==> config.mk <==
export PLATFORM = sky130hd
export DESIGN_NAME = spi_frame_ctrl_flat
export DESIGN_NICKNAME = d
export VERILOG_FILES = /design/src/rtl/spi_frame_ctrl_pkg.sv /design/src/rtl/spi_frame_ctrl_if.sv /design/src/rtl/spi_frame_ctrl_shifter.sv /design/src/rtl/spi_frame_ctrl.sv /design/src/flat_wrapper.sv
export SDC_FILE = /design/constraint.sdc
export NUM_CORES = 1
export LEC_CHECK = 0
export ABC_CLOCK_PERIOD_IN_PS = 5200
export BUFFER_PORTS_ARGS = -buffer_cell sky130_fd_sc_hd__clkbuf_2
export CAP_MARGIN = 5
export CORE_MARGIN = 4
export CORE_UTILIZATION = 62
export DETAILED_ROUTE_END_ITERATION = 6
export PLACE_DENSITY = 0.89
export SKIP_CTS_REPAIR_TIMING = 1
export SYNTH_ARGS = -nofsm -noshare
export SYNTH_HDL_FRONTEND = slang
export SYNTH_SLANG_ARGS = --single-unit
==> constraint.sdc <==
create_clock -name clk -period 5.2 [get_ports clk]
set_clock_uncertainty 0.2 [all_clocks]
set_input_delay 1.04 -clock clk [delete_from_list [all_inputs] [get_ports clk]]
set_output_delay 1.04 -clock clk [all_outputs]
set_load 0.005 [all_outputs]
==> src/rtl/spi_frame_ctrl_pkg.sv <==
// Shared definitions for the SPI frame controller: FSM state type, command
// byte layout, status tag default, error counter width and small helpers.
package spi_frame_ctrl_pkg;

    typedef enum logic [2:0] {
        ST_IDLE,
        ST_CMD,
        ST_WDATA,
        ST_RDATA,
        ST_DRAIN
    } state_e;

    localparam int unsigned CMD_WR_BIT     = 7;
    localparam int unsigned ERR_W          = 5;
    localparam logic [2:0]  STATUS_TAG_DEF = 3'b101;

    // Error counter increments but sticks at all-ones.
    function automatic logic [ERR_W-1:0] sat_inc(input logic [ERR_W-1:0] v);
        return (v == '1) ? v : v + 1'b1;
    endfunction

    function automatic logic [7:0] status_byte(input logic [2:0] tag,
                                               input logic [ERR_W-1:0] cnt);
        return {tag, cnt};
    endfunction

endpackage

==> src/rtl/spi_frame_ctrl_if.sv <==
// Register-file bus between the SPI frame controller and the board registers.
//   reg_addr    : register address (write target or read address)
//   reg_wr_en   : one-clk write strobe
//   reg_wr_data : write data, valid with reg_wr_en
//   reg_rd_data : combinational read data for reg_addr
// master = controller side, slave = register file side.
interface spi_frame_ctrl_if #(
    parameter int unsigned AW = 2
);
    logic [AW-1:0] reg_addr;
    logic          reg_wr_en;
    logic [7:0]    reg_wr_data;
    logic [7:0]    reg_rd_data;

    modport master (output reg_addr, output reg_wr_en, output reg_wr_data,
                    input  reg_rd_data);
    modport slave  (input  reg_addr, input  reg_wr_en, input  reg_wr_data,
                    output reg_rd_data);
endinterface

==> src/rtl/spi_frame_ctrl_shifter.sv <==
// SPI pin front end: synchronizes raw sclk/mosi/ss_n into clk, detects edges,
// counts bits and runs the rx/tx shift registers (mode 0, MSB first).
// Ports:
//   clk, rst_n      : system clock, async active-low reset
//   sclk_i/mosi_i/ss_n_i : raw SPI pins
//   active_i        : controller is inside a frame; bits are counted only then
//   tx_load_i/tx_byte_i : parallel load of the tx shift register
//   byte_done_o     : one-clk pulse after the 8th rise of a byte
//   rx_byte_o       : last complete received byte
//   bit_cnt_nz_o    : a partial byte is in progress
//   ss_fall_o/ss_rise_o : synchronized slave-select edges
//   miso_bit_o      : current tx MSB
module spi_sync_shifter
    import spi_frame_ctrl_pkg::*;
#(
    parameter int unsigned SYNC_STAGES = 2
) (
    input  logic       clk,
    input  logic       rst_n,
    input  logic       sclk_i,
    input  logic       mosi_i,
    input  logic       ss_n_i,
    input  logic       active_i,
    input  logic       tx_load_i,
    input  logic [7:0] tx_byte_i,
    output logic       byte_done_o,
    output logic [7:0] rx_byte_o,
    output logic       bit_cnt_nz_o,
    output logic       ss_fall_o,
    output logic       ss_rise_o,
    output logic       miso_bit_o
);
    logic [SYNC_STAGES-1:0] sclk_sync_q, mosi_sync_q, ss_sync_q;
    logic sclk_prev_q, ss_prev_q;
    logic sclk_s, mosi_s, ss_s, sclk_rise, sclk_fall, shift_en;
    logic [2:0] bit_cnt_q, bit_cnt_d;
    logic [7:0] rx_shift_q, rx_shift_d, rx_byte_q, rx_byte_d, tx_shift_q, tx_shift_d;
    logic byte_done_q, byte_done_d, skip_fall_q, skip_fall_d;

    // ss_n chain resets low: a select held low through reset release produces
    // no fall, so a frame only starts after ss_n has really been seen high.
    always_ff @(posedge clk or negedge rst_n) begin
        if (!rst_n) begin
            sclk_sync_q <= '0;
            mosi_sync_q <= '0;
            ss_sync_q   <= '0;
            sclk_prev_q <= 1'b0;
            ss_prev_q   <= 1'b0;
        end else begin
            sclk_sync_q <= {sclk_sync_q[SYNC_STAGES-2:0], sclk_i};
            mosi_sync_q <= {mosi_sync_q[SYNC_STAGES-2:0], mosi_i};
            ss_sync_q   <= {ss_sync_q[SYNC_STAGES-2:0], ss_n_i};
            sclk_prev_q <= sclk_s;
            ss_prev_q   <= ss_s;
        end
    end

    assign sclk_s    = sclk_sync_q[SYNC_STAGES-1];
    assign mosi_s    = mosi_sync_q[SYNC_STAGES-1];
    assign ss_s      = ss_sync_q[SYNC_STAGES-1];
    assign sclk_rise = sclk_s & ~sclk_prev_q;
    assign sclk_fall = ~sclk_s & sclk_prev_q;
    assign ss_fall_o = ~ss_s & ss_prev_q;
    assign ss_rise_o = ss_s & ~ss_prev_q;
    assign shift_en  = active_i & ~ss_s;

    // The fall right after a byte's 8th rise would expose the next byte's MSB;
    // the next byte is parallel-loaded before that fall instead, so it is skipped.
    always_comb begin
        bit_cnt_d   = bit_cnt_q;
        rx_shift_d  = rx_shift_q;
        rx_byte_d   = rx_byte_q;
        byte_done_d = 1'b0;
        tx_shift_d  = tx_shift_q;
        skip_fall_d = skip_fall_q;
        if (!shift_en) begin
            bit_cnt_d   = '0;
            skip_fall_d = 1'b0;
        end else if (sclk_rise) begin
            rx_shift_d = {rx_shift_q[6:0], mosi_s};
            bit_cnt_d  = bit_cnt_q + 3'd1;
            if (bit_cnt_q == 3'd7) begin
                byte_done_d = 1'b1;
                rx_byte_d   = {rx_shift_q[6:0], mosi_s};
                skip_fall_d = 1'b1;
            end
        end
        if (tx_load_i) begin
            tx_shift_d = tx_byte_i;
        end else if (shift_en && sclk_fall) begin
            if (skip_fall_q) skip_fall_d = 1'b0;
            else             tx_shift_d  = {tx_shift_q[6:0], 1'b1};
        end
    end

    always_ff @(posedge clk or negedge rst_n) begin
        if (!rst_n) begin
            bit_cnt_q   <= '0;
            rx_shift_q  <= '0;
            rx_byte_q   <= '0;
            byte_done_q <= 1'b0;
            tx_shift_q  <= '1;
            skip_fall_q <= 1'b0;
        end else begin
            bit_cnt_q   <= bit_cnt_d;
            rx_shift_q  <= rx_shift_d;
            rx_byte_q   <= rx_byte_d;
            byte_done_q <= byte_done_d;
            tx_shift_q  <= tx_shift_d;
            skip_fall_q <= skip_fall_d;
        end
    end

    assign byte_done_o  = byte_done_q;
    assign rx_byte_o    = rx_byte_q;
    assign bit_cnt_nz_o = |bit_cnt_q;
    assign miso_bit_o   = tx_shift_q[7];

endmodule

==> src/rtl/spi_frame_ctrl.sv <==
// SPI slave transaction sequencer: frames bytes from the pins, decodes the
// command byte and drives burst writes/reads on the board register file.
// Ports:
//   clk, rst_n        : system clock (>= 8x sclk), async active-low reset
//   sclk, mosi, ss_n  : raw SPI mode-0 pins
//   miso              : slave-out data, 1 when not actively transmitting
//   busy              : frame in progress
//   frame_err         : one-clk pulse per protocol error
//   reg_bus           : register-file bus (master side)
module spi_frame_ctrl
    import spi_frame_ctrl_pkg::*;
#(
    parameter int unsigned SYNC_STAGES = 2,
    parameter int unsigned NREG        = 4,
    parameter logic [2:0]  STATUS_TAG  = STATUS_TAG_DEF
) (
    input  logic clk,
    input  logic rst_n,
    input  logic sclk,
    input  logic mosi,
    input  logic ss_n,
    output logic miso,
    output logic busy,
    output logic frame_err,
    spi_frame_ctrl_if.master reg_bus
);
    localparam int unsigned AW = $clog2(NREG);

    state_e            state_q, state_d;
    logic [AW-1:0]     addr_q, addr_d;
    logic              wr_en_q, wr_en_d, err_q, err_d, load_pend_q, load_pend_d;
    logic [7:0]        wr_data_q, wr_data_d;
    logic [ERR_W-1:0]  err_cnt_q, err_cnt_d;

    logic       byte_done, bit_cnt_nz, ss_fall, ss_rise, miso_bit, tx_load, cmd_bad, status_load;
    logic [7:0] rx_byte, tx_byte;

    spi_sync_shifter #(.SYNC_STAGES(SYNC_STAGES)) u_shifter (
        .clk          (clk),
        .rst_n        (rst_n),
        .sclk_i       (sclk),
        .mosi_i       (mosi),
        .ss_n_i       (ss_n),
        .active_i     (state_q != ST_IDLE),
        .tx_load_i    (tx_load),
        .tx_byte_i    (tx_byte),
        .byte_done_o  (byte_done),
        .rx_byte_o    (rx_byte),
        .bit_cnt_nz_o (bit_cnt_nz),
        .ss_fall_o    (ss_fall),
        .ss_rise_o    (ss_rise),
        .miso_bit_o   (miso_bit)
    );

    assign cmd_bad = ((rx_byte[6:0] >> AW) != 7'd0);

    // Read data is loaded one clk after the address update so reg_rd_data
    // already reflects the new reg_addr.
    assign status_load = (state_q == ST_IDLE) && ss_fall;
    assign tx_load     = status_load || load_pend_q;
    assign tx_byte     = status_load ? status_byte(STATUS_TAG, err_cnt_q) : reg_bus.reg_rd_data;

    always_comb begin
        state_d     = state_q;
        addr_d      = addr_q;
        wr_en_d     = 1'b0;
        wr_data_d   = wr_data_q;
        err_d       = 1'b0;
        err_cnt_d   = err_cnt_q;
        load_pend_d = 1'b0;
        if (wr_en_q) addr_d = addr_q + 1'b1;
        case (state_q)
            ST_IDLE:  if (ss_fall) state_d = ST_CMD;
            ST_CMD: begin
                if (byte_done) begin
                    if (cmd_bad) begin
                        state_d = ST_DRAIN;
                        err_d   = 1'b1;
                    end else begin
                        addr_d = rx_byte[AW-1:0];
                        if (rx_byte[CMD_WR_BIT]) begin
                            state_d = ST_WDATA;
                        end else begin
                            state_d     = ST_RDATA;
                            load_pend_d = 1'b1;
                        end
                    end
                end
            end
            ST_WDATA: begin
                if (byte_done) begin
                    wr_en_d   = 1'b1;
                    wr_data_d = rx_byte;
                end
            end
            ST_RDATA: begin
                if (byte_done) begin
                    addr_d      = addr_q + 1'b1;
                    load_pend_d = 1'b1;
                end
            end
            ST_DRAIN: ;
            default:  state_d = ST_IDLE;
        endcase
        // Deselect overrides the state choice above but keeps any byte just
        // completed in the same clk (its strobe still fires next clk).
        if ((state_q != ST_IDLE) && ss_rise) begin
            state_d = ST_IDLE;
            if (bit_cnt_nz) err_d = 1'b1;
        end
        if (err_d) err_cnt_d = sat_inc(err_cnt_q);
    end

    always_ff @(posedge clk or negedge rst_n) begin
        if (!rst_n) begin
            state_q     <= ST_IDLE;
            addr_q      <= '0;
            wr_en_q     <= 1'b0;
            wr_data_q   <= '0;
            err_q       <= 1'b0;
            err_cnt_q   <= '0;
            load_pend_q <= 1'b0;
        end else begin
            state_q     <= state_d;
            addr_q      <= addr_d;
            wr_en_q     <= wr_en_d;
            wr_data_q   <= wr_data_d;
            err_q       <= err_d;
            err_cnt_q   <= err_cnt_d;
            load_pend_q <= load_pend_d;
        end
    end

    assign miso = ((state_q == ST_CMD) || (state_q == ST_WDATA) || (state_q == ST_RDATA))
                  ? miso_bit : 1'b1;
    assign busy                = (state_q != ST_IDLE);
    assign frame_err           = err_q;
    assign reg_bus.reg_addr    = addr_q;
    assign reg_bus.reg_wr_en   = wr_en_q;
    assign reg_bus.reg_wr_data = wr_data_q;

endmodule

==> src/flat_wrapper.sv <==
// flat-port wrapper written by rule: the top's interface ports become plain ports
module spi_frame_ctrl_flat import spi_frame_ctrl_pkg::*;
#(
    parameter int unsigned SYNC_STAGES = 2,
    parameter int unsigned NREG        = 4,
    parameter logic [2:0]  STATUS_TAG  = STATUS_TAG_DEF
)
  (clk, rst_n, sclk, mosi, ss_n, miso, busy, frame_err, reg_bus_reg_addr, reg_bus_reg_wr_en, reg_bus_reg_wr_data, reg_bus_reg_rd_data);
  spi_frame_ctrl_if #(.AW((2))) reg_bus_i ();
  input  logic clk;
  input  logic rst_n;
  input  logic sclk;
  input  logic mosi;
  input  logic ss_n;
  output logic miso;
  output logic busy;
  output logic frame_err;
  output wire logic [$bits(reg_bus_i.reg_addr)-1:0] reg_bus_reg_addr;
  output wire logic [$bits(reg_bus_i.reg_wr_en)-1:0] reg_bus_reg_wr_en;
  output wire logic [$bits(reg_bus_i.reg_wr_data)-1:0] reg_bus_reg_wr_data;
  input wire logic [$bits(reg_bus_i.reg_rd_data)-1:0] reg_bus_reg_rd_data;
  assign reg_bus_reg_addr = reg_bus_i.reg_addr;
  assign reg_bus_reg_wr_en = reg_bus_i.reg_wr_en;
  assign reg_bus_reg_wr_data = reg_bus_i.reg_wr_data;
  assign reg_bus_i.reg_rd_data = reg_bus_reg_rd_data;
  spi_frame_ctrl #(.SYNC_STAGES(SYNC_STAGES), .NREG(NREG), .STATUS_TAG(STATUS_TAG)) u_core (.clk(clk), .rst_n(rst_n), .sclk(sclk), .mosi(mosi), .ss_n(ss_n), .miso(miso), .busy(busy), .frame_err(frame_err), .reg_bus(reg_bus_i));
endmodule
Word-level counts from Yosys, hierarchy flattened
Index checks and enable logic that the tools add are counted.
{"block": "word_totals", "inputBits": 13, "word_cells": 98, "register_bits": 57}
{"block": "classes", "bitwise_logic": 10, "muxes": 38, "n_eq_ne": 11, "n_addsub": 3, "reduce_logical": 18}
{"cell": "$mux W8", "n": 4}
{"cell": "$mux W1", "n": 21}
{"cell": "$mux W3", "n": 6}
{"cell": "$pmux W3 S3", "n": 1}
{"cell": "$mux W2", "n": 4}
{"cell": "$reduce_and A2 Y1", "n": 4}
{"cell": "$reduce_bool A7 Y1", "n": 1}
{"cell": "$eq A3 B2 Y1 const B", "n": 2}
{"cell": "$eq A3 B3 Y1 const B", "n": 2}
{"cell": "$ne A3 B2 Y1 const B", "n": 2}
{"cell": "$reduce_and A3 Y1", "n": 2}
{"cell": "$reduce_or A3 Y1", "n": 2}
{"cell": "$add A5 B1 Y5 const B", "n": 1}
{"cell": "$and A1 B1 Y1", "n": 5}
{"cell": "$eq A5 B5 Y1 const B", "n": 1}
{"cell": "$not A1 Y1", "n": 5}
{"cell": "$ne A2 B1 Y1 const B", "n": 2}
{"cell": "$pmux W2 S2", "n": 1}
{"cell": "$add A3 B1 Y3 const B", "n": 1}
{"cell": "$eq A3 B1 Y1 const B", "n": 1}
{"cell": "$logic_and A1 B1 Y1", "n": 3}
{"cell": "$logic_not A3 Y1", "n": 1}
{"cell": "$logic_or A1 B1 Y1", "n": 3}
{"cell": "$reduce_bool A3 Y1", "n": 1}
{"cell": "4 further kinds", "n": 4}

Logic depth before layout (Yosys ltp)
Gate-level depths: netlist (run 1).
{"block": "logic_depth", "word_depth": 7, "ltp_mapped": 6, "ltp_nobuf": 6}

By module
From an unflattened synthesis (run 1), not the netlist that was laid out.
{"block": "hier_totals", "hier_cells": 200, "area_unflattened_um2": 2631.3}
{"mod": "spi_sync_shifter", "area_per_inst_um2": 1498.9, "seq_area_each_um2": 910.9, "n_inst": 1, "cells_each": 106}
{"mod": "spi_frame_ctrl", "area_per_inst_um2": 1132.3, "seq_area_each_um2": 525.5, "n_inst": 1, "cells_each": 94}

Worst setup path after synthesis (run 1)
OpenSTA, ideal clock, no wires.
{"block": "synth_timing", "path_type": "in2reg", "start": "input reg_bus_reg_rd_data[3]", "end": "register u_core.u_shifter.tx_shift_q[3]", "n_path_buf": 0, "cell_stages": 3, "arrival_ps": 1775, "setup_slack_ps": 3143, "setup_ps": 82, "path_cell_list": "mux2_2 -> mux2_2 -> mux2_2"}
{"block": "synth_between", "elab_chain_cells": 2}
{"item": "from (decl)", "line": "flat_wrapper.sv:21", "rtl": "input wire logic [$bits(reg_bus_i.reg_rd_data)-1:0] reg_bus_reg_rd_data;"}
{"item": "$mux W8", "line": "spi_frame_ctrl.sv:61", "rtl": "assign tx_byte = status_load ? status_byte(STATUS_TAG, err_cnt_q) : reg_bus.reg_rd_data;"}
{"item": "$mux W8", "line": "spi_frame_ctrl_shifter.sv:88", "rtl": "if (tx_load_i) begin"}
{"item": "to (signal assigned)", "line": "spi_frame_ctrl_shifter.sv:109", "rtl": "tx_shift_q <= tx_shift_d;"}
{"item": "to (decl)", "line": "spi_frame_ctrl_shifter.sv:37", "rtl": "logic [7:0] rx_shift_q, rx_shift_d, rx_byte_q, rx_byte_d, tx_shift_q, tx_shift_d;"}
Every way passes these cells.
A chain may end at the register's enable or synchronous reset.

Worst setup path in the final report (run 1)
{"block": "layout_timing", "start": "register u_core.state_q[1]", "end": "output busy"}
{"block": "layout_between", "elab_chain_cells": 1}
{"item": "from (decl)", "line": "spi_frame_ctrl.sv:29", "rtl": "state_e state_q, state_d;"}
{"item": "from (signal assigned)", "line": "spi_frame_ctrl.sv:124", "rtl": "state_q <= state_d;"}
{"item": "$reduce_bool A3 Y1", "line": "spi_frame_ctrl.sv:136", "rtl": "assign busy = (state_q != ST_IDLE);"}
{"item": "to (decl)", "line": "flat_wrapper.sv:16", "rtl": "output logic busy;"}
Every way passes these cells.

==> results.md, run 1 <==
* Clock slew at reported path FFs at 0.06 ns
* Worst relative slew slack at 31.32%
* Crit path required time at 3.96 ns
* Pin count of the biggest net entering global routing at 58
* Maxcap violations at 0
* Syn-to-layout area delta at 14.25%
* Placeable core region at 3799 um^2
* Status: complete, no violations
* Clock Sinks at 57
* Vias/cell at 5.861
* Post-route ant nets at 0
* Minimum clock period at 2.642 ns
* Cell area power density at 383.8 nW/um^2
* Synth Register Bits at 57
* Capturing element type of the critical path: output port
* Pleak at 1.416 nW
* Final period util at 50.80%
* Internal power at 841.2 uW
* Final Hold Viols at 0
* Clock buffer count from CTS at 9
* Register area at 1436 um^2
* Port bufs at 26
* I/O pin count at 27
* Layout cells sized above 1 at 38.63%
* Synthesis warning total at 0
* Finish-stage setup viols at 0
* Combinational fraction of design power at 12.2%
* WS Path Type: flip-flop to output port
* Antenna violations before repair at 0
* Top delay family on crit path: flip-flops
* Wire per inst at 17.70 um
* CP cell instances: nor3_2, inv_1, clkbuf_2
* CTS Buffer Depth at 2
* Die area at 5165 um^2
* CP max FO at 11
* Fillcell total at 241
* Seq/Total Area, Yosys at 56.80%
* Worst-Margin Slew at 1.027 ns
* Peak VDD IR at 0.2860 mV
* Hold Crit Class: flip-flop to flip-flop
* Drt total wl at 4975 um
* Syn nets at 217
* H-Tree Depth at 3
* Crit start category: flip-flop
* Routed vias at 1647
* Leading area contributor after synthesis: dfrtp_1
* Worst Hold End: u_core.u_shifter.mosi_sync_q[1]
* Crit path depth at 3
* Crit path DAT at 1.40 ns
* # diodes at 0
* Die width at 71.87 um
* Hold path depth at 0
* Mean Syn Cell Area at 12.71 um^2
* Final #Nets at 247
* Remaining Overflow, GRT at 0
* Fmax at 378.5 MHz
* Clock Power Share at 37.1%
* Seq pwr share at 50.7%
* Switch Pwr at 267.5 uW
* Clock root buffer: clkbuf_8
* Setup TNS at 0 ns
* Mapped Cells at 199
* Setup slack, reg-to-reg at 2.86 ns
* WP buf/inv at 2
* Switching share of total power at 24.13%
* Worst-Skew Late Latency at 0.34 ns
* Vias in the first global route at 1679
* Initial core utilization at 66.57%
* Post-Route Utilization at 76.05%
* Mapped cell area at 2529 um^2
* Count of cell types in the netlist at 36
* DRC violations left at 0
* Footprint of the multi-input gates at 1026 um^2
* Crit-path max cell delay at 0.52 ns
* RSZ-0062 raised after global routing: no
* R2R cell count at 3
* First-pass GRT wire length at 8300 um
* Initial DRC count at 145
* Reg2reg end: u_core.u_shifter.rx_byte_o[6]
* Post-synth top area share at 48.49%
* HPWL Detailed at 3090 um
* GRT Util Overall at 21.64%
* Pins Over Slew Limit at 0
* Top cells by area, synth: dfrtp_1 (48%), mux2_2 (16%), dfstp_2 (8.3%)
* FP Rows at 22
* First-pass DRT Iterations at 4
* Die height at 71.87 um
* Gp weighted congestion at 0.7647
* Worst hold start: u_core.u_shifter.mosi_sync_q[0]
* CTS tree: done
* Critical R2R Launch: u_core.state_q[1]
* Slowest CP cell: dfrtp_1
==> Yosys cell counts (all sizes together) <==
cell,n
o21a,1
a31oi,2
o41ai,1
nand2,10
and3b,1
or4,2
inv,9
o211ai,3
xnor2,1
mux2i,7
dfstp,8
clkbuf,3
a21oi,4
dfrtp,49
nor2,12
ha,5
nor3,5
nor4b,1
o21ai,5
nand2b,3
a221oi,2
o31ai,1
nand3,3
buf,5
a311oi,1
and3,4
a211oi,3
nand4,2
o2bb2ai,1
nor2b,4
mux2,37
or4b,1
xor2,3
==> how the worst max path moves through the flow <==
stage / endpoint / slack, ns / startpoint
after CTS: busy / 2.56 / u_core.state_q[1]
after detailed placement: u_core.u_shifter.rx_byte_o[6] / 2.95 / u_core.state_q[1]
after floorplan: u_core.u_shifter.tx_shift_q[3] / 3.14 / reg_bus_reg_rd_data[3]
final: busy / 2.56 / u_core.state_q[1]
after global routing: busy / 2.49 / u_core.state_q[1]
after global placement: busy / 2.97 / u_core.state_q[2]
==> power by group through the flow <==
stage / Sequential [mW] / Combinational (mW) / Clock (mW)
floorplan: 0.554 / 0.100 / 0
global placement: 0.563 / 0.127 / 0
detailed placement: 0.567 / 0.134 / 0
CTS: 0.560 / 0.137 / 0.418
global route: 0.569 / 0.153 / 0.438
finish: 0.562 / 0.135 / 0.412
==> flip-flops by register name, indices dropped and copies added (netlist names), 2 cells and up <==
| name | count |
|---|---|
| u_core.u_shifter.tx_shift_q | 8 |
| u_core.u_shifter.ss_sync_q | 2 |
| u_core.u_shifter.bit_cnt_q | 3 |
| u_core.u_shifter.rx_byte_o | 8 |
| u_core.reg_bus.reg_addr | 2 |
| u_core.u_shifter.sclk_sync_q | 2 |
| u_core.err_cnt_q | 5 |
| u_core.reg_bus.reg_wr_data | 8 |
| u_core.u_shifter.rx_shift_q | 7 |
| u_core.u_shifter.mosi_sync_q | 2 |
| u_core.state_q | 3 |
==> cells by family (layout without fill, tap and decap cells) <==
family / Yosys count / count (layout) / share of synthesized area, %
XOR/XNOR: 4 / 4 / 1.386
AO/OA/AOI/OAI: 24 / 24 / 7.274
multiplexers: 44 / 44 / 19.25
buffers and inverters: 17 / 51 / 2.870
flip-flops: 57 / 57 / 56.80
AND/OR/NAND/NOR: 48 / 48 / 9.945
adder cells (fa/ha/maj): 5 / 5 / 2.474
==> layer usage <==
layer	up-vias	wire, um	part of all wire (%)	track usage, %
met5	-	0	0	0
met4	0	75	1.5	8.977
met3	9	280	5.6	7.574
met2	51	2393	48	33.06
met1	816	2226	45	28.21
li1	771	-	-	-
==> layout make-up <==
type / instances / area share (%)
sequential: 57 / 49.72
clock inverter: 3 / 1.386
inverter: 9 / 1.169
clock buffer: 12 / 5.370
tap: 48 / 2.079
multi-input combinational: 125 / 35.51
timing repair buffer: 27 / 4.764
==> cell usage in the layout, fill, tap and decap left out, drive strengths merged, types with 2 or more instances in the layout <==
cell type / instances
mux2i: 7
ha: 5
clkinv: 2
or4: 2
and3: 4
clkbuf: 38
a31oi: 2
nand3: 3
nor2: 12
a211oi: 3
nand2: 10
a21oi: 4
nand2b: 3
dfstp: 8
nor3: 5
nand4: 2
dfrtp: 49
mux2: 37
o211ai: 3
nor2b: 4
inv: 9
xor2: 3
a221oi: 2
o21ai: 5
==> worst register-to-register path: cells and delay by family, from the launching register on <==
kind             cells  cell delay, ns
DFF                  1            0.58
muxes                1            0.43
and+or+nand+nor      2            1.01
==> through the flow <==
step	hold WS, ns	total power [mW]	cells	instance area (um^2)	setup slack [ns]
6_report	0.1523	1.109	281	2889	2.558
5_1_grt	0.1566	1.159	281	2889	2.491
4_1_cts	0.1537	1.115	281	2889	2.563
3_5_place_dp	0.1403	0.7006	266	2694	2.952
3_3_place_gp	0.1316	0.6901	266	2694	2.971
2_1_floorplan	0.1312	0.6542	199	2529	3.143
No activity file was read; power rests on OpenSTA's default activity.
==> inputs of run 2 (changes only) <==
--- a/config.mk
+++ b/config.mk
@@ -5,13 +5,13 @@
 export SDC_FILE = /design/constraint.sdc
 export NUM_CORES = 1
 export LEC_CHECK = 0
-export ABC_CLOCK_PERIOD_IN_PS = 5200
+export ABC_CLOCK_PERIOD_IN_PS = 2450
 export BUFFER_PORTS_ARGS = -buffer_cell sky130_fd_sc_hd__clkbuf_2
 export CAP_MARGIN = 5
 export CORE_MARGIN = 4
-export CORE_UTILIZATION = 62
+export CORE_UTILIZATION = 58
 export DETAILED_ROUTE_END_ITERATION = 6
-export PLACE_DENSITY = 0.89
+export PLACE_DENSITY = 0.84
 export SKIP_CTS_REPAIR_TIMING = 1
 export SYNTH_ARGS = -nofsm -noshare
 export SYNTH_HDL_FRONTEND = slang
==> constraint.sdc (replaced) <==
create_clock -name clk -period 2.45 [get_ports clk]
set_clock_uncertainty 0.2 [all_clocks]
set_input_delay 0.49 -clock clk [delete_from_list [all_inputs] [get_ports clk]]
set_output_delay 0.49 -clock clk [all_outputs]
set_load 0.005 [all_outputs]
==> run 2 against run 1 <==
Compared with the run above: wire length is 9.0% lower; cell area rose by 1.7%; combinational power up 110%; sequential power up 110%; die area rose by 6.1%; critical path type is now flip-flop to flip-flop; largest power group unchanged.
==> results.md, run 2 (synthesis gave the netlist of run 1 again) <==
* CTS Buffer Depth at 2 (unchanged)
* Final #Nets at 251 (was 247)
* Vias/cell at 5.806 (was 5.861)
* Layout cells sized above 1 at 39.50% (was 38.63%)
* Setup slack, reg-to-reg at 0.31 ns (was 2.86 ns)
* R2R cell count at 4 (was 3)
* Worst-Margin Slew at 0.5717 ns (was 1.027 ns)
* Clock slew at reported path FFs at 0.07 ns (was 0.06 ns)
* Die width at 74.03 um (was 71.87 um)
* First-pass DRT Iterations at 4 (unchanged)
* Commonest non-fill, non-tap cell in the layout: dfrtp_1 (unchanged)
* Minimum clock period at 2.144 ns
* Met2 usage at 28.84% (was 33.06%)
* Final Hold Viols at 0 (unchanged)
* CP max FO at 11 (unchanged)
* Cell area power density at 794.1 nW/um^2 (was 383.8 nW/um^2)
* Worst relative slew slack at 61.88% (was 31.32%)
* Top delay family on crit path: flip-flops (unchanged)
* Pre-CTS WS at 0.3410 ns (was 2.952 ns)
* CP cell instances: nor2_1, and3_1, a311oi_4, mux2_2 (was nor3_2, inv_1, clkbuf_2)
* Final Worst Setup Slack at 0.3064 ns (was 2.558 ns)
* First-pass GRT wire length at 7755 um (was 8300 um)
* Initial core utilization at 61.45% (was 66.57%)
* Port bufs at 26 (unchanged)
* # diodes at 0 (unchanged)
* WS Path Type: flip-flop to flip-flop (was flip-flop to output port)
* Maxcap violations at 0 (unchanged)
* FP Rows at 23 (was 22)
* Wire per inst at 15.72 um (was 17.70 um)
* Reg2reg end: u_core.u_shifter.tx_shift_q[5] (was u_core.u_shifter.rx_byte_o[6])
* Clock Sinks at 57 (unchanged)
* GR Util met1 at 25.78% (was 28.21%)
* Routed vias at 1672 (was 1647)
* Final period util at 87.49%
* Hold path depth at 1 (was 0)
* Global-route layer with the greatest usage: met2 (unchanged)
* Placeable core region at 4115 um^2 (was 3799 um^2)
* Gp weighted congestion at 0.8786 (was 0.7647)
* Initial DRC count at 193 (was 145)
* Met3 Usage GRT at 5.270% (was 7.574%)
* Crit path required time at 2.51 ns (was 3.96 ns)
* Syn-to-layout area delta at 16.18% (was 14.25%)
* CTS tree: done (unchanged)
* Clock root buffer: clkbuf_8 (unchanged)
* WP buf/inv at 0 (was 2)
* Worst-Skew Late Latency at 0.34 ns (about the same)
* Most frequent cells in the layout: dfrtp_1 (49), mux2_2 (37), clkbuf_2 (26), nor2_1 (12) (was dfrtp_1 (49), mux2_2 (37), clkbuf_2 (26), nor2_1 (12), clkbuf_8 (11))
* I/O pin count at 27 (unchanged)
* Worst Hold End: u_core.u_shifter.ss_sync_q[0] (was u_core.u_shifter.mosi_sync_q[1])
* Pleak at 1.434 nW (was 1.416 nW)
* Pins Over Slew Limit at 0 (unchanged)
* Drt total wl at 4528 um (was 4975 um)
* Crit-path max cell delay at 0.54 ns (was 0.52 ns)
* Crit path DAT at 2.20 ns (was 1.40 ns)
* Critical R2R Launch: u_core.state_q[1] (unchanged)
* Worst hold start: ss_n (was u_core.u_shifter.mosi_sync_q[0])
* Slowest CP cell: dfrtp_1 (unchanged)
* DRC violations left at 0 (unchanged)
* Post-route ant nets at 0 (unchanged)
* HPWL Detailed at 3156 um (was 3090 um)
* Peak VDD IR at 0.4993 mV (was 0.2860 mV)
* Die height at 74.03 um (was 71.87 um)
* Fmax at 466.5 MHz
* Setup TNS at 0 ns (unchanged)
* Vias in the first global route at 1676 (was 1679)
* Crit start category: flip-flop (unchanged)
* Finish-stage setup viols at 0 (unchanged)
* Hold Crit Class: input pin to flip-flop (was flip-flop to flip-flop)
* Pin count of the biggest net entering global routing at 36 (was 58)
* RSZ-0062 raised after global routing: no (unchanged)
* Die area at 5480 um^2 (was 5165 um^2)
* Status: complete, no violations (unchanged)
* GRT Util Overall at 19.55% (was 21.64%)
* H-Tree Depth at 3 (unchanged)
* Capturing element type of the critical path: flip-flop (was output port)
* Antenna violations before repair at 0 (unchanged)
* Remaining Overflow, GRT at 0 (unchanged)
* Clock buffer count from CTS at 9 (unchanged)
==> run 2: cell count changes in the layout (fill, tap and decap cells not counted) <==
cell           change
buf_4              +2
buf_12             +1
clkbuf_8           -1
clkinvlp_4         +2
dlygate4sd3_1      +1
==> run 2: how the worst max path moves through the flow <==
| stage | to | slack (ns) | cells after the start | from |
|---|---|---|---|---|
| 2_1_floorplan | u_core.err_cnt_q[1] | 0.44 | 6 | u_core.state_q[2] |
| 3_3_place_gp | u_core.u_shifter.tx_shift_q[2] | 0.38 | 4 | u_core.state_q[2] |
| 3_5_place_dp | u_core.u_shifter.tx_shift_q[7] | 0.34 | 4 | u_core.state_q[1] |
| 4_1_cts | u_core.u_shifter.tx_shift_q[7] | 0.31 | 4 | u_core.state_q[1] |
| 5_1_grt | u_core.u_shifter.tx_shift_q[1] | 0.20 | 4 | u_core.state_q[1] |
| 6_report | u_core.u_shifter.tx_shift_q[5] | 0.31 | 4 | u_core.state_q[1] |
==> run 2: layout make-up <==
type	count	area [um^2]
flip-flops and latches	57	1436
fillers	299	1177
multi-input cells	125	1026
repair buffers	31	182.7
clock buffers	11	141.4
well taps	50	62.56
clock inverters	5	55.05
inverters	9	33.78
==> run 2: power breakdown <==
| group | leakage (nW) | total, mW | internal (mW) | switching (mW) |
|---|---|---|---|---|
| Clock | 0.0953 | 0.865 | 0.493 | 0.372 |
| Combinational | 0.600 | 0.281 | 0.165 | 0.117 |
| Sequential | 0.739 | 1.19 | 1.11 | 0.0793 |
==> run 2: per-layer routing <==
layer	wire length, um	share of wire (%)	vias to the layer above
met5	0	0	-
met1	2023	45	849
met2	2187	48	40
li1	-	-	774
met4	112	2.5	0
met3	204	4.5	9
==> run 2: stage by stage <==
stage / total power, mW / cell area (um^2) / instances / hold slack, ns / util, %
floorplan: 1.388 / 2529 / 199 / -0.005591 / -
global placement: 1.475 / 2731 / 271 / 0.1313 / 66.37
detailed placement: 1.486 / 2731 / 271 / 0.1358 / 66.37
CTS: 2.350 / 2928 / 287 / -0.04847 / 71.15
global route: 2.440 / 2938 / 288 / 0.04690 / 71.39
finish: 2.333 / 2938 / 288 / 0.06305 / 71.39
==> run 2: worst register-to-register path, stage by stage, from the launching register on <==
cell      delay, ns
dfrtp_1        0.54
nor2_1         0.15
and3_1         0.26
a311oi_4       0.52
mux2_2         0.40
==> inputs of run 3 (changes only) <==
--- a/config.mk
+++ b/config.mk
@@ -9,9 +9,9 @@
 export BUFFER_PORTS_ARGS = -buffer_cell sky130_fd_sc_hd__clkbuf_2
 export CAP_MARGIN = 5
 export CORE_MARGIN = 4
-export CORE_UTILIZATION = 58
+export CORE_UTILIZATION = 29
 export DETAILED_ROUTE_END_ITERATION = 6
-export PLACE_DENSITY = 0.84
+export PLACE_DENSITY = 0.5
 export SKIP_CTS_REPAIR_TIMING = 1
 export SYNTH_ARGS = -nofsm -noshare
 export SYNTH_HDL_FRONTEND = slang
==> run 3 against run 2 <==
Compared with the run above: critical endpoint is now u_core.reg_bus.reg_addr[0]; global-route usage decreased by 8.8 points; count of clock-buffer cells in the layout decreased by 2; wire length increased by 5.8%; fmax about the same; die area increased by 88%; register-to-register slack about the same; cell area increased by 3.0%; core utilization decreased by 35 points.
==> results.md, run 3 (synthesis gave the netlist of run 1 again) <==
* Clock slew at reported path FFs at 0.07 ns (about the same)
* Peak VDD IR at 0.2031 mV (was 0.4993 mV)
* Vias/cell at 4.630 (was 5.806)
* Dpl cells at 327 (was 271)
* CP max FO at 6 (was 11)
* Most frequent cells in the layout: dfrtp_1 (49), mux2_2 (37), clkbuf_2 (26), nor2_1 (12), nand2_1 (10) (was dfrtp_1 (49), mux2_2 (37), clkbuf_2 (26), nor2_1 (12))
* Initial DRC count at 67 (was 193)
* Footprint of the multi-input gates at 1026 um^2 (unchanged)
* Syn-to-layout area delta at 19.64% (was 16.18%)
* Crit path DAT at 2.16 ns (was 2.20 ns)
* Crit start category: flip-flop (unchanged)
* CTS Buffer Depth at 2 (unchanged)
* DRC violations left at 0 (unchanged)
* Hold Crit Class: input pin to flip-flop (unchanged)
* CTS tree: done (unchanged)
* H-Tree Depth at 3 (unchanged)
* Minimum clock period at 2.144 ns (about the same)
* Final Hold Viols at 0 (unchanged)
* WS Path Type: flip-flop to flip-flop (unchanged)
* Register area at 1436 um^2 (unchanged)
* Die area at 10280 um^2 (was 5480 um^2)
* Vias in the first global route at 1611 (was 1676)
* Crit path required time at 2.46 ns (was 2.51 ns)
* Pins Over Slew Limit at 0 (unchanged)
* Port bufs at 26 (unchanged)
* Fillcell total at 836 (was 299)
* Finish-stage setup viols at 0 (unchanged)
* Drt total wl at 4790 um (was 4528 um)
* Setup TNS at 0 ns (unchanged)
* Fmax at 466.5 MHz (about the same)
* Cell area power density at 795.4 nW/um^2 (was 794.1 nW/um^2)
* GRT Util Overall at 10.76% (was 19.55%)
* Die height at 101.4 um (was 74.03 um)
* Post-route ant nets at 0 (unchanged)
* # diodes at 0 (unchanged)
* Layout Cells excl Fill at 343 (was 288)
* Worst-Skew Late Latency at 0.34 ns (about the same)
* Worst relative slew slack at 64.55% (was 61.88%)
* Pin count of the biggest net entering global routing at 40 (was 36)
* HPWL Detailed at 3358 um (was 3156 um)
* Capturing element type of the critical path: flip-flop (unchanged)
* Layout cells sized above 1 at 39.92% (was 39.50%)
* Final #Nets at 252 (was 251)
* Routed vias at 1588 (was 1672)
* First-pass DRT Iterations at 4 (unchanged)
* Die width at 101.4 um (was 74.03 um)
* Clock root buffer: clkbuf_8 (unchanged)
* Wire per inst at 13.97 um (was 15.72 um)
* Pleak at 1.453 nW (was 1.434 nW)
* First-pass GRT wire length at 8362 um (was 7755 um)
* Maxcap violations at 0 (unchanged)
* Remaining Overflow, GRT at 0 (unchanged)
* Status: complete, no violations (unchanged)
* Antenna violations before repair at 0 (unchanged)
* Clock Sinks at 57 (unchanged)
* I/O pin count at 27 (unchanged)
* Placeable core region at 8341 um^2 (was 4115 um^2)
* Clock buffer count from CTS at 9 (unchanged)
* RSZ-0062 raised after global routing: no (unchanged)
* Commonest non-fill, non-tap cell in the layout: dfrtp_1 (unchanged)
* Final period util at 87.49% (about the same)
* Gp weighted congestion at 0.8081 (was 0.8786)
* FP Rows at 33 (was 23)
* Initial core utilization at 30.32% (was 61.45%)
* Worst-Margin Slew at 0.5317 ns (was 0.5717 ns)
run 3: worst paths after layout:
kind                                                  from                              end  slack, ns  cells past startpoint
max reg2reg                  u_core.u_shifter.rx_byte_o[5]       u_core.reg_bus.reg_addr[0]       0.31                      4
max                          u_core.u_shifter.rx_byte_o[5]       u_core.reg_bus.reg_addr[0]       0.31                      4
min in group asynchronous                            rst_n       u_core.reg_bus.reg_addr[1]       0.46                      2
min                                                   ss_n    u_core.u_shifter.ss_sync_q[0]       0.05                      1
min reg2reg                u_core.u_shifter.sclk_sync_q[0]  u_core.u_shifter.sclk_sync_q[1]       0.15                      0
max in group asynchronous                            rst_n   u_core.u_shifter.tx_shift_q[6]       0.96                      3
run 3: per-stage QoR:
step	area [um^2]	worst slack (ns)	power, mW	utilization [%]	hold WS (ns)
6_report	3025	0.3064	2.406	36.27	0.05069
5_1_grt	3025	0.1561	2.545	36.27	0.02913
4_1_cts	3015	0.2954	2.444	36.15	-0.06891
3_5_place_dp	2808	0.2971	1.491	33.66	0.1347
3_3_place_gp	2808	0.3296	1.488	33.66	0.1324
2_1_floorplan	2529	0.4420	1.388	-	-0.005591
run 3: cell type report:
cell class | count | share of cell area (%)
Clock inverter | 6 | 2.771
Timing Repair Buffer | 32 | 6.286
Sequential cell | 57 | 47.48
Tap cell | 105 | 4.342
Inverter | 9 | 1.117
Multi-Input combinational cell | 125 | 33.91
Clock buffer | 9 | 4.094
run 3: power by group:
part	internal [mW]	total [mW]	switching (mW)
combinational	0.165	0.283	0.118
sequential	1.11	1.19	0.0791
clock	0.562	0.937	0.374
total	1.84	2.41	0.571
run 3: critical path, stage by stage, from the launching register on:
cell	delay, ns
dfrtp_1	0.40
or4_1	0.67
or4b_1	0.55
o31ai_1	0.08
a221oi_1	0.12
run 3: routing by layer:
| metal | global-route usage, % | vias to the layer above | part of all wire (%) |
|---|---|---|---|
| met5 | 0 | - | 0 |
| met4 | 7.362 | 0 | 2.8 |
| met3 | 2.755 | 10 | 3.4 |
| met2 | 14.64 | 25 | 45 |
| met1 | 14.85 | 781 | 49 |
| li1 | - | 772 | - |
